===== config.mk =====
export PLATFORM = sky130hd
export DESIGN_NAME = mem_arbiter
export DESIGN_NICKNAME = d
export VERILOG_FILES = /design/src/rtl/mem_arbiter.sv
export SDC_FILE = /design/constraint.sdc
export NUM_CORES = 1
export LEC_CHECK = 0
export ABC_AREA = 1
export BUFFER_PORTS_ARGS = -buffer_cell sky130_fd_sc_hd__buf_4
export CORE_MARGIN = 2
export CORE_UTILIZATION = 40
export DETAILED_ROUTE_END_ITERATION = 8
export PLACE_DENSITY = 0.81
export SYNTH_ARGS = -nofsm -noshare
export SYNTH_HDL_FRONTEND = slang
export SYNTH_SLANG_ARGS = --single-unit

===== constraint.sdc =====
create_clock -name clk -period 7.73 [get_ports clk]
set_input_delay 0.773 -clock clk [delete_from_list [all_inputs] [get_ports clk]]
set_output_delay 0.773 -clock clk [all_outputs]
set_load 0.005 [all_outputs]

===== src/rtl/mem_arbiter.sv =====
// Arbitrates a single-ported unified memory between instruction fetch and data access.
// Requests are latched at grant; a watchdog aborts transactions the memory never acks.
module mem_arbiter #(
    parameter int unsigned TIMEOUT    = 16,
    parameter bit          DATA_FIRST = 1'b1
) (
    input  logic        clk,
    input  logic        reset,
    input  logic        inst_req,
    input  logic [31:0] inst_addr,
    output logic        inst_valid,
    output logic [31:0] inst_rdata,
    input  logic        data_rd,
    input  logic        data_wr,
    input  logic [31:0] data_addr,
    input  logic [3:0]  data_mask,
    input  logic [31:0] data_wdata,
    output logic        data_valid,
    output logic [31:0] data_rdata,
    output logic        bus_err,
    output logic        mem_req,
    output logic        mem_we,
    output logic [31:0] mem_addr,
    output logic [3:0]  mem_mask,
    output logic [31:0] mem_wdata,
    input  logic        mem_ack,
    input  logic [31:0] mem_rdata
);

    typedef enum logic [1:0] {IDLE, INST, DATA, RESP} state_t;

    localparam logic [7:0] WD_LIM = 8'(TIMEOUT - 1);

    state_t      state_q, state_d;
    logic        last_grant_q, last_grant_d;
    logic [7:0]  wd_q, wd_d;
    logic        mem_req_q, mem_req_d;
    logic        mem_we_q, mem_we_d;
    logic [31:0] mem_addr_q, mem_addr_d;
    logic [3:0]  mem_mask_q, mem_mask_d;
    logic [31:0] mem_wdata_q, mem_wdata_d;
    logic        inst_valid_q, inst_valid_d;
    logic        data_valid_q, data_valid_d;
    logic [31:0] inst_rdata_q, inst_rdata_d;
    logic [31:0] data_rdata_q, data_rdata_d;
    logic        bus_err_q, bus_err_d;

    logic data_pend;
    logic pick_data;

    always_comb begin
        state_d      = state_q;
        last_grant_d = last_grant_q;
        wd_d         = wd_q;
        mem_req_d    = mem_req_q;
        mem_we_d     = mem_we_q;
        mem_addr_d   = mem_addr_q;
        mem_mask_d   = mem_mask_q;
        mem_wdata_d  = mem_wdata_q;
        inst_valid_d = 1'b0;
        data_valid_d = 1'b0;
        inst_rdata_d = inst_rdata_q;
        data_rdata_d = data_rdata_q;
        bus_err_d    = bus_err_q;
        data_pend    = data_rd | data_wr;
        // last_grant_q = 1 means data owned the previous grant
        pick_data    = data_pend &
                       (!inst_req || DATA_FIRST || !last_grant_q);

        unique case (state_q)
            IDLE: begin
                if (inst_req || data_pend) begin
                    last_grant_d = pick_data;
                    wd_d         = 8'd0;
                    mem_req_d    = 1'b1;
                    if (pick_data) begin
                        state_d     = DATA;
                        mem_addr_d  = data_addr;
                        mem_we_d    = data_wr;
                        mem_mask_d  = data_wr ? data_mask : 4'hF;
                        mem_wdata_d = data_wdata;
                    end else begin
                        state_d    = INST;
                        mem_addr_d = inst_addr;
                        mem_we_d   = 1'b0;
                        mem_mask_d = 4'hF;
                    end
                end
            end
            INST, DATA: begin
                if (mem_ack) begin
                    mem_req_d = 1'b0;
                    state_d   = RESP;
                    if (state_q == INST) begin
                        inst_valid_d = 1'b1;
                        inst_rdata_d = mem_rdata;
                    end else begin
                        data_valid_d = 1'b1;
                        if (!mem_we_q) data_rdata_d = mem_rdata;
                    end
                end else if (wd_q == WD_LIM) begin
                    mem_req_d = 1'b0;
                    bus_err_d = 1'b1;
                    state_d   = RESP;
                    if (state_q == INST) begin
                        inst_valid_d = 1'b1;
                        inst_rdata_d = 32'h0;
                    end else begin
                        data_valid_d = 1'b1;
                        data_rdata_d = 32'h0;
                    end
                end else begin
                    wd_d = wd_q + 8'd1;
                end
            end
            RESP: state_d = IDLE;
            default: state_d = IDLE;
        endcase
    end

    always_ff @(posedge clk or posedge reset) begin
        if (reset) begin
            state_q      <= IDLE;
            last_grant_q <= 1'b0;
            wd_q         <= 8'd0;
            mem_req_q    <= 1'b0;
            mem_we_q     <= 1'b0;
            mem_addr_q   <= 32'h0;
            mem_mask_q   <= 4'h0;
            mem_wdata_q  <= 32'h0;
            inst_valid_q <= 1'b0;
            data_valid_q <= 1'b0;
            inst_rdata_q <= 32'h0;
            data_rdata_q <= 32'h0;
            bus_err_q    <= 1'b0;
        end else begin
            state_q      <= state_d;
            last_grant_q <= last_grant_d;
            wd_q         <= wd_d;
            mem_req_q    <= mem_req_d;
            mem_we_q     <= mem_we_d;
            mem_addr_q   <= mem_addr_d;
            mem_mask_q   <= mem_mask_d;
            mem_wdata_q  <= mem_wdata_d;
            inst_valid_q <= inst_valid_d;
            data_valid_q <= data_valid_d;
            inst_rdata_q <= inst_rdata_d;
            data_rdata_q <= data_rdata_d;
            bus_err_q    <= bus_err_d;
        end
    end

    assign inst_valid = inst_valid_q;
    assign inst_rdata = inst_rdata_q;
    assign data_valid = data_valid_q;
    assign data_rdata = data_rdata_q;
    assign bus_err    = bus_err_q;
    assign mem_req    = mem_req_q;
    assign mem_we     = mem_we_q;
    assign mem_addr   = mem_addr_q;
    assign mem_mask   = mem_mask_q;
    assign mem_wdata  = mem_wdata_q;

endmodule


==> impl_results.md <==
- Pre-CTS WS: 4950 ps
- Post-CTS setup buffer count: 0
- Bufs and invs on worst path: 4
- Hold Crit Class: in2async
- Total congestion overflow: 0
- Largest net degree at the start of global routing: 81
- Run status: finished, final reports clean
- Final worst slack: 5380 ps
- Largest stage delay, worst path: 390 ps
- Top Ports: 275
- Via-per-instance ratio: 4.89
- Detailed placement HPWL: 11.8 mm
- R2R Path Start: state_q[0]
- Clk network pwr share: 23.0%
- RSZ-0062 raised after global routing: false
- Final wirelength: 16.4 mm
- CTS Root Cell: clkbuf_16
- Clk_skew: 7.60 ps
- Final setup vio count: 0
- Gate count of the mapped netlist: 611
- Mean Syn Cell Area: 9.97 um2
- Pre-Repair DR Iteration Count: 5
- Critical R2R Capture: mem_addr[0]
- Slew Viols, Final: 0
- VDD IR-drop max: 0.179 mV
- Maximum fanout along the worst path: 35
- Initial antenna violation count: 0
- Port bufs: 274
- Iter 0 DRT Violations: 266
- Fmax achieved: 425 MHz
- Sw frac: 34.0%
- Most frequent CP cell: buf_4
- Ratio of cells with drive above 1 in the final layout: 42.1%
- Logic pwr share: 39.9%
- Top Family by Delay on Critical Path: buffers and inverters
- Clock latency on the worst-skew pair: 420 ps
- Final worst-path cycle share: 30.4%
- Util after Layout: 58.7%
- Distinct cells, synth: 25
- Post-DRT Antenna Nets: 0
- Overall Power: 3610 uW
- Die H: 127 um
- CTS Buffer Depth: 2
- Syn nets: 752
- Cell taking the most area after synthesis: dfrtp_1
- Core ar.: 15,000 um2
- Die ar.: 16,200 um2
- CP Capture Type: register
- Syn-to-layout area delta: 44.9%
- Max-Cap Viols: 0
- Number of hold buffers added after CTS: 0
- Post-route insts no fill: 1,076
- Levels on crit path: 7
- CP arrival: 2650 ps
- Synthesized flop and latch total: 147
- Crit path to: mem_wdata[5]
- First-pass GRT wire length: 25.4 mm
- Power Density: 408 nW/um2
- Final #Nets: 1,016
- # rows: 45
- Total number of vias: 5,259
- R2R setup slack: 5630 ps
- Clock Sinks: 147
- Register area share after synthesis: 60.4%
- Worst path cell trace: buf_4, nor2_2, buf_4, inv_2, nand2_1, buf_4, mux2_2
- Placed cells: 1,044
- CTS tree: done
- CP Class: in2reg
- Yosys top cell area share: 60.4%
- CP required: 8030 ps
- Internal: 2380 uW
- Slowest CP cell: mux2_2
- Synth Cell Area: 6090 um2
- Post-cts sizing count: 0
- Final hold violation count: 0
- Crit path time final: 2350 ps
- # H-tree levels: 4
- Worst setup SP type: primary input
- CP startpoint: data_wr
- Fillers: 1,266
- P_leak: 0.00443 uW
- Chip Width: 127 um
- Total GRT Usage: 20.2%
- Worst-Margin Slew: 1070 ps
- Clock-pin slew on the worst setup and hold paths: 70 ps
- Flop pwr share: 37.1%
- Starting Density: 40.5%
- Top area cells in the synthesized netlist: dfrtp_1 60%, nand2_1 13%, mux2_2 5.9%
- Slew margin rel.: 28.9%
- GP Congestion: 0.832
- Switching power: 1220 uW
- CTS buffer count: 17
- WL/cell: 15.2 um
- Synth warn: 0
- Residual DRC count: 0
- Number of global-route vias before repair: 5,063
- Post-Route Setup TNS: 0 ps
- # diodes: 0
- Worst r2r path cells: 6
-- registers in the layout (all words and copies together) (netlist names), 2 cells and up --
name        cells
data_rdata     32
mem_wdata      32
wd_q            8
inst_rdata     32
mem_addr       32
mem_mask        4
state_q         2
-- cells in the mapped netlist --
cell	number
a21oi_1	3
a31oi_1	32
buf_2	9
buf_4	3
buf_6	6
clkbuf_1	16
dfrtp_1	147
ha_1	3
inv_1	10
inv_2	2
mux2_2	32
nand2_1	210
nand3_1	7
nand3_2	3
nand4_1	1
nor2_1	51
nor2_2	1
o21a_1	1
o21ai_0	2
o21ai_1	41
o21ai_2	23
o21bai_1	1
o21bai_4	1
o22a_1	4
xor2_1	2
-- worst min-delay path by stage --
stage / slack, ps / end / depth (start not counted) / from
5_1_grt: 460 / mem_wdata[5] / 2 / reset
3_3_place_gp: 460 / state_q[1] / 2 / state_q[1]
2_1_floorplan: 440 / state_q[1] / 2 / state_q[1]
4_1_cts: 450 / data_rdata[1] / 2 / reset
6_report: 420 / data_rdata[5] / 2 / reset
3_5_place_dp: 460 / state_q[1] / 2 / state_q[1]
-- worst register-to-register path, delay by kind of cell, from the launching register on --
| kind | cells | cell delay, ps |
|---|---|---|
| simple gates | 2 | 300 |
| buf+inv | 2 | 830 |
| compound gates | 1 | 190 |
| flops | 1 | 390 |
| fa+ha+maj | 1 | 310 |
-- cell type report --
| type | count | area, um2 | area share, % |
|---|---|---|---|
| well taps | 188 | 235 | 2.66 |
| multi-input cells | 418 | 2170 | 24.6 |
| inverters | 12 | 50.0 | 0.567 |
| repair buffers | 279 | 2090 | 23.7 |
| clock inverters | 15 | 171 | 1.94 |
| clock buffers | 17 | 425 | 4.82 |
| flip-flops and latches | 147 | 3680 | 41.7 |
-- kinds of logic (layout without fill, tap and decap cells) --
group | Yosys count | after routing | synth area share (%)
buffers and inverters | 46 | 323 | 3.94
AOI/OAI and AO/OA | 108 | 108 | 11.5
xor gates and xnor gates | 2 | 2 | 0.288
adders and majority gates | 3 | 3 | 0.616
DFF | 147 | 147 | 60.4
and+or+nand+nor | 273 | 273 | 17.4
muxes | 32 | 32 | 5.92
-- power by group through the flow --
stage                     combinational [uW]  clock, uW  sequential (uW)
after floorplan                          689          0             1350
after global placement                  1420          0             1330
after detailed placement                1450          0             1350
after CTS                               1460        849             1340
after global routing                    1590        886             1380
final                                   1440        828             1340
-- through the flow --
stage / hold WS (ps) / area, um2
CTS: 445 / 8830
global route: 464 / 8830
detailed placement: 462 / 8230
finish: 425 / 8830
floorplan: 442 / 6090
global placement: 460 / 8230
-- per-layer routing --
layer / wire, um / track usage (%)
met5: 0 / 0
met4: 473 / 9.11
met3: 1470 / 7.37
met2: 8030 / 33.1
met1: 6380 / 23.8
-- placed cells by master, fill, tap and decap left out, types with 3 or more instances in the layout --
cell,instances
a31oi_1,32
nand3_2,3
clkbuf_16,17
inv_6,5
inv_1,9
ha_1,3
buf_4,279
o22a_1,4
dfrtp_1,147
nand2_1,210
nand3_1,7
o21ai_1,41
o21ai_2,23
mux2_2,32
inv_8,3
nor2_1,51
a21oi_1,3
Power figures use the tool's default switching activity.
